===== src/rtl/dmem_arb_pkg.sv =====
// Shared constants and the command-stage record for the data-memory arbiter.
package dmem_arb_pkg;

  localparam int ADDR_W = 10;
  localparam int DATA_W = 32;

  localparam logic PORT_CPU = 1'b0;
  localparam logic PORT_DBG = 1'b1;

  typedef struct packed {
    logic              valid;
    logic              we;
    logic              port;
    logic [ADDR_W-1:0] addr;
    logic [DATA_W-1:0] wdata;
  } cmd_t;

  function automatic logic other_port(input logic p);
    return ~p;
  endfunction

endpackage


===== src/rtl/dmem_arbiter_if.sv =====
// Requester, return and memory-side signals of the data-memory arbiter.
// The slave modport is the arbiter's view; the master modport is the requesters and memory.
interface dmem_arbiter_if #(
  parameter int ADDR_W = dmem_arb_pkg::ADDR_W,
  parameter int DATA_W = dmem_arb_pkg::DATA_W
);
  logic              req0, req1;
  logic              we0, we1;
  logic [ADDR_W-1:0] addr0, addr1;
  logic [DATA_W-1:0] wdata0, wdata1;
  logic              lock0, lock1;
  logic              gnt0, gnt1;
  logic              rvalid0, rvalid1;
  logic [DATA_W-1:0] rdata;
  logic              mem_wr_en;
  logic [ADDR_W-1:0] mem_addr;
  logic [DATA_W-1:0] mem_din;
  logic [DATA_W-1:0] mem_dout;

  modport slave (
    input  req0, req1, we0, we1, addr0, addr1, wdata0, wdata1, lock0, lock1, mem_dout,
    output gnt0, gnt1, rvalid0, rvalid1, rdata, mem_wr_en, mem_addr, mem_din
  );

  modport master (
    output req0, req1, we0, we1, addr0, addr1, wdata0, wdata1, lock0, lock1, mem_dout,
    input  gnt0, gnt1, rvalid0, rvalid1, rdata, mem_wr_en, mem_addr, mem_din
  );

endinterface


===== src/rtl/dmem_rr_pick.sv =====
// Combinational two-way round-robin picker; ptr names the port that wins a tie.
// Zero latency; a lock holder excludes the other port until the lock clears.
module dmem_rr_pick (
  input  logic req0,
  input  logic req1,
  input  logic ptr,
  input  logic lock_vld,
  input  logic lock_port,
  output logic gnt0,
  output logic gnt1,
  output logic win
);

  logic elig0, elig1;

  assign elig0 = req0 & ~(lock_vld & lock_port);
  assign elig1 = req1 & ~(lock_vld & ~lock_port);

  assign win  = (elig0 & elig1) ? ptr : elig1;
  assign gnt0 = elig0 & ~win;
  assign gnt1 = elig1 & win;

endmodule


===== src/rtl/dmem_arbiter.sv =====
// Round-robin arbiter sharing a single-port data memory; gnt to rvalid is 2 cycles, 1 access/cycle.
// Requesters hold until gnt (no other backpressure); optional ownership lock under DMEM_ARB_LOCK_EN.
module dmem_arbiter
  import dmem_arb_pkg::*;
(
  input  logic          clk,
  input  logic          rst_n,
  dmem_arbiter_if.slave bus
);

  logic              ptr;
  logic              lock_vld, lock_port;
  logic              pick_g0, pick_g1, win;
  logic              gnt0, gnt1, any_gnt;
  logic              rd_ret;
  cmd_t              cmd;
  logic              rvalid0_q, rvalid1_q;
  logic [DATA_W-1:0] rdata_q;

  dmem_rr_pick u_pick (
    .req0      (bus.req0),
    .req1      (bus.req1),
    .ptr       (ptr),
    .lock_vld  (lock_vld),
    .lock_port (lock_port),
    .gnt0      (pick_g0),
    .gnt1      (pick_g1),
    .win       (win)
  );

  // Grants are forced off while reset is held so nothing is accepted across the release edge.
  assign gnt0    = pick_g0 & rst_n;
  assign gnt1    = pick_g1 & rst_n;
  assign any_gnt = gnt0 | gnt1;

  always_ff @(posedge clk or negedge rst_n) begin
    if (!rst_n) begin
      ptr <= PORT_CPU;
      cmd <= '0;
    end else begin
      cmd.valid <= any_gnt;
      if (any_gnt) begin
        ptr       <= other_port(win);
        cmd.we    <= win ? bus.we1    : bus.we0;
        cmd.port  <= win;
        cmd.addr  <= win ? bus.addr1  : bus.addr0;
        cmd.wdata <= win ? bus.wdata1 : bus.wdata0;
      end
    end
  end

`ifdef DMEM_ARB_LOCK_EN
  logic owner_req, win_lock;

  assign owner_req = lock_port ? bus.req1  : bus.req0;
  assign win_lock  = win       ? bus.lock1 : bus.lock0;

  // While locked only the owner can be granted, so any grant re-evaluates the owner's lock bit.
  always_ff @(posedge clk or negedge rst_n) begin
    if (!rst_n) begin
      lock_vld  <= 1'b0;
      lock_port <= PORT_CPU;
    end else if (lock_vld && !owner_req) begin
      lock_vld  <= 1'b0;
    end else if (any_gnt) begin
      lock_vld  <= win_lock;
      lock_port <= win;
    end
  end
`else
  logic lock_unused;

  assign lock_vld    = 1'b0;
  assign lock_port   = PORT_CPU;
  assign lock_unused = bus.lock0 ^ bus.lock1;
`endif

  assign rd_ret = cmd.valid & ~cmd.we;

  always_ff @(posedge clk or negedge rst_n) begin
    if (!rst_n) begin
      rvalid0_q <= 1'b0;
      rvalid1_q <= 1'b0;
      rdata_q   <= '0;
    end else begin
      rvalid0_q <= rd_ret & (cmd.port == PORT_CPU);
      rvalid1_q <= rd_ret & (cmd.port == PORT_DBG);
      if (rd_ret) begin
        rdata_q <= bus.mem_dout;
      end
    end
  end

  assign bus.gnt0      = gnt0;
  assign bus.gnt1      = gnt1;
  assign bus.mem_wr_en = cmd.valid & cmd.we;
  assign bus.mem_addr  = cmd.addr;
  assign bus.mem_din   = cmd.wdata;
  assign bus.rvalid0   = rvalid0_q;
  assign bus.rvalid1   = rvalid1_q;
  assign bus.rdata     = rdata_q;

endmodule


===== src/flat_wrapper.sv =====
// flat-port wrapper written by rule: the top's interface ports become plain ports
module dmem_arbiter_flat import dmem_arb_pkg::*;
  (clk, rst_n, bus_req0, bus_req1, bus_we0, bus_we1, bus_addr0, bus_addr1, bus_wdata0, bus_wdata1, bus_lock0, bus_lock1, bus_mem_dout, bus_gnt0, bus_gnt1, bus_rvalid0, bus_rvalid1, bus_rdata, bus_mem_wr_en, bus_mem_addr, bus_mem_din);
  dmem_arbiter_if bus_i ();
  input  logic clk;
  input  logic rst_n;
  input wire logic [$bits(bus_i.req0)-1:0] bus_req0;
  input wire logic [$bits(bus_i.req1)-1:0] bus_req1;
  input wire logic [$bits(bus_i.we0)-1:0] bus_we0;
  input wire logic [$bits(bus_i.we1)-1:0] bus_we1;
  input wire logic [$bits(bus_i.addr0)-1:0] bus_addr0;
  input wire logic [$bits(bus_i.addr1)-1:0] bus_addr1;
  input wire logic [$bits(bus_i.wdata0)-1:0] bus_wdata0;
  input wire logic [$bits(bus_i.wdata1)-1:0] bus_wdata1;
  input wire logic [$bits(bus_i.lock0)-1:0] bus_lock0;
  input wire logic [$bits(bus_i.lock1)-1:0] bus_lock1;
  input wire logic [$bits(bus_i.mem_dout)-1:0] bus_mem_dout;
  output wire logic [$bits(bus_i.gnt0)-1:0] bus_gnt0;
  output wire logic [$bits(bus_i.gnt1)-1:0] bus_gnt1;
  output wire logic [$bits(bus_i.rvalid0)-1:0] bus_rvalid0;
  output wire logic [$bits(bus_i.rvalid1)-1:0] bus_rvalid1;
  output wire logic [$bits(bus_i.rdata)-1:0] bus_rdata;
  output wire logic [$bits(bus_i.mem_wr_en)-1:0] bus_mem_wr_en;
  output wire logic [$bits(bus_i.mem_addr)-1:0] bus_mem_addr;
  output wire logic [$bits(bus_i.mem_din)-1:0] bus_mem_din;
  assign bus_i.req0 = bus_req0;
  assign bus_i.req1 = bus_req1;
  assign bus_i.we0 = bus_we0;
  assign bus_i.we1 = bus_we1;
  assign bus_i.addr0 = bus_addr0;
  assign bus_i.addr1 = bus_addr1;
  assign bus_i.wdata0 = bus_wdata0;
  assign bus_i.wdata1 = bus_wdata1;
  assign bus_i.lock0 = bus_lock0;
  assign bus_i.lock1 = bus_lock1;
  assign bus_i.mem_dout = bus_mem_dout;
  assign bus_gnt0 = bus_i.gnt0;
  assign bus_gnt1 = bus_i.gnt1;
  assign bus_rvalid0 = bus_i.rvalid0;
  assign bus_rvalid1 = bus_i.rvalid1;
  assign bus_rdata = bus_i.rdata;
  assign bus_mem_wr_en = bus_i.mem_wr_en;
  assign bus_mem_addr = bus_i.mem_addr;
  assign bus_mem_din = bus_i.mem_din;
  dmem_arbiter u_core (.clk(clk), .rst_n(rst_n), .bus(bus_i));
endmodule

===== config.mk =====
export PLATFORM = sky130hd
export DESIGN_NAME = dmem_arbiter_flat
export DESIGN_NICKNAME = d
export VERILOG_FILES = /design/src/rtl/dmem_arb_pkg.sv /design/src/rtl/dmem_arbiter_if.sv /design/src/rtl/dmem_rr_pick.sv /design/src/rtl/dmem_arbiter.sv /design/src/flat_wrapper.sv
export SDC_FILE = /design/constraint.sdc
export NUM_CORES = 1
export LEC_CHECK = 0
export CAP_MARGIN = 20
export CELL_PAD_IN_SITES_DETAIL_PLACEMENT = 1
export CELL_PAD_IN_SITES_GLOBAL_PLACEMENT = 2
export CORE_MARGIN = 2
export CORE_UTILIZATION = 23
export DETAILED_ROUTE_END_ITERATION = 8
export PLACE_DENSITY = 0.89
export SLEW_MARGIN = 10
export SYNTH_ARGS = -nofsm -noshare
export SYNTH_HDL_FRONTEND = slang
export SYNTH_SLANG_ARGS = --single-unit

===== constraint.sdc =====
create_clock -name clk -period 1.51 [get_ports clk]
set_input_delay 0.302 -clock clk [delete_from_list [all_inputs] [get_ports clk]]
set_output_delay 0.302 -clock clk [all_outputs]
set_load 0.03 [all_outputs]

==> results.toml <==
[cells_and_area]
fill_cells = 1842
layout.nets = 657
drive_gt1_share_pct = 15.6
final_util_pct = 36.7
antenna_cells = 0
area_delta_synth_final_pct = 56.2

[global_route]
use_met2_pct = 24.0
grt_pass1_wl_um = 20300
antenna_found_initial = 0
grt_max_degree = 68
gr-max-usage-layer = "met2"
grtUsageMet3_pct = 4.80
grt_pass1_vias = 3756
grtUsageTotal_pct = 14.6
gr-usage-met1_pct = 18.1
overflow = 0

[synth]
ys_warn_count = 0
syn_area_um2 = 3900
syn_avg_cell_area_um2 = 10.5
synthTopCellsByCount = "dfrtp_1, buf_4, a21oi_1"
synth_top_area_share_pct = 51.3
ys_types = 25
postSynth.asyncResetShare_pct = 100
synth_compound_area_share_pct = 19.4
seq_area_frac_synth_pct = 51.3
synth_xor_area_share_pct = 0
synth-edff-count = 0
synth_most_common_cell = "dfrtp_1"
synth_adder_area_share_pct = 0
synth_seq_cells = 80
yosysTopAreaCell = "dfrtp_1"
synthSimpleGateAreaFrac_pct = 5.52
ys.flop_type = "dfrtp_1"
synth_area_leaders = "dfrtp_1, mux2_2, buf_4, a31oi_1, a21oi_1"
synth_top_family_by_area = "compound AO/OA/AOI/OAI gates"
synthCells = 371
synth_mux_area_share_pct = 9.24
synth_nets = 495

[critical_path]
slowest_delay_ns = 0.40
worst-setup-path-type = "flop to output port"
worstPathRequired_ns = 1.21
cp_data_arrival_time_ns = 1.23
cp-end-kind = "output port"
r2r_slack_ns = 0.12
crit_path_cell_trace = "nand2b_4 > and3_4 > buf_6"
cp_max_fo = 4
cp-start-kind = "flop"
slowest_stage = "dfrtp_1"

[clock_network]
clockBufferDepth = 2
cts_tree = "built"
cts.htree.levels = 3
clk_latency_ns = 0.34
cts_buffers = 9
cts.sinks = 80
path_clk_slew_ns = 0.07
root_buffer = "clkbuf_16"

[floorplanning]
start_util_pct = 23.5
die_x_um = 134
io_pins = 203
die_h_um = 134
rows = 47
core_um2 = 16600
dieArea_um2 = 18000

[detailed_routing]
drtIter0Drc = 84
wl_per_cell_um = 17.4
avgViaCountPerCell = 4.55
wl_um = 13200
drc = 0
vias = 3449
drtAntennaViolNets = 0
dr.pass1.iters = 4

[placement]
portBuffers = 200
gp_congestion = 0.710
pre_cts_slack_ns = -0.305
hpwlAfterDp_um = 9330

[outcome]
violations = "negative setup slack"
outcome = "finished with violations"

[timing]
finalSetupViolCount = 1
setup_slack_ns = -0.0242
timing.final.crit_period_ns = 1.53
tightestPinTransition_ns = 0.513
finalHoldViolCount = 0
fin_crit_sh_pct = 102
clock_skew_ns = 0.00608
slew_violations = 0
tns_ns = -0.0242
timing.fmax_mhz = 652
rsz0062_at_grt = "yes"
relSlewSlack_pct = 65.8

[power]
irDropWorstVdd_uv = 576
leakagePower_nw = 2.51
powerDensity_nw_per_um2 = 1280

[min_path]
min_path_type = "input port to asynchronous set/reset pin"

[run]
cap_viol_max_count = 0
[placed cells by master (no fill, tap or decap)]
cell type        instances
a21o_1                   1
a21oi_1                 43
a21oi_2                  2
a31oi_1                 43
a31oi_4                  1
and2_1                   2
and2b_4                  1
and3_4                   1
buf_12                   5
buf_2                    1
buf_4                   18
buf_6                    2
bufinv_16                1
clkbuf_16                9
clkbuf_8                 1
clkdlybuf4s15_1          1
clkdlybuf4s50_1        118
clkinv_2                 1
clkinv_4                 1
clkinvlp_4               2
dfrtp_1                 80
dlygate4sd2_1           76
dlygate4sd3_1            2
inv_1                    1
inv_4                    1
inv_6                    1
mux2_2                  32
nand2_1                  1
nand2b_4                 1
nor2_1                  42
nor2_2                   1
nor2b_1                  1
nor2b_4                  1
o21ai_0                 36
o21ai_1                  7
o21ai_4                  1
[stage by stage]
stage,cell area (um^2),power (W),hold WS (ns),std cells
2_1_floorplan,3900,0.00465,0.00641,371
3_3_place_gp,5810,0.00581,0.156,736
3_5_place_dp,5810,0.00589,0.157,736
4_1_cts,6080,0.00792,0.0804,757
5_1_grt,6090,0.00819,0.104,758
6_report,6090,0.00778,0.0707,758
[per-layer routing]
layer | wire, um | part of all wire, %
met5 | 0 | 0
met4 | 155 | 1.2
met3 | 1160 | 8.8
met2 | 6200 | 47
met1 | 5670 | 43
[worst max-delay path: cells and delay by family (launching register included)]
family                 cells  cell delay (ns)
DFF                        1             0.40
and+or+nand+nor            2             0.37
buffers and inverters      1             0.13
[repair_timing]
| item | in CTS | in global routing |
|---|---|---|
| resized for setup | 81 | 1 |
| pin swaps | 1 | 0 |
| hold endpoints to repair | 4 | 0 |
| hold buffers | 2 | 0 |
| endpoints found under the setup margin | 78 | 2 |
| buffers inserted | 3 | 1 |
[cell type report]
type | instances | area (um^2) | share of cell area, %
clock buffer | 10 | 239 | 3.92
clock inverter | 6 | 67.6 | 1.11
inverter | 2 | 10.0 | 0.164
multi-input combinational | 217 | 1360 | 22.3
sequential | 80 | 2000 | 32.9
tap | 220 | 275 | 4.52
timing repair buffer | 223 | 2140 | 35.1
[worst paths after layout]
path	startpoint	to	depth (start not counted)
worst max-delay path	u_core.ptr	bus_gnt1	3
worst min-delay path	rst_n	u_core.bus.mem_din[9]	2
worst max register to register	u_core.ptr	u_core.bus.mem_din[3]	5
worst min register to register	u_core.bus.rdata[24]	u_core.bus.rdata[24]	1
max in group asynchronous	rst_n	u_core.bus.mem_din[17]	3
min in group clk	rst_n	u_core.ptr	2
[flip-flops by register name, summed over array words and instances, names as in the netlist]
register / count
u_core.bus.rvalid1: 1
u_core.cmd: 3
u_core.bus.rvalid0: 1
u_core.bus.rdata: 32
u_core.ptr: 1
u_core.bus.mem_din: 32
u_core.bus.mem_addr: 10
[logic make-up after synthesis]
group / count (synthesis)
flops: 80
mux: 32
buf+inv: 74
simple gates: 51
compound gates: 134
[where the power goes]
part,switching [W],internal (W)
logic,0.00161,0.00112
clock network,0.000916,0.00133
registers,0.000223,0.00258
(Power assumes the default switching activity.)
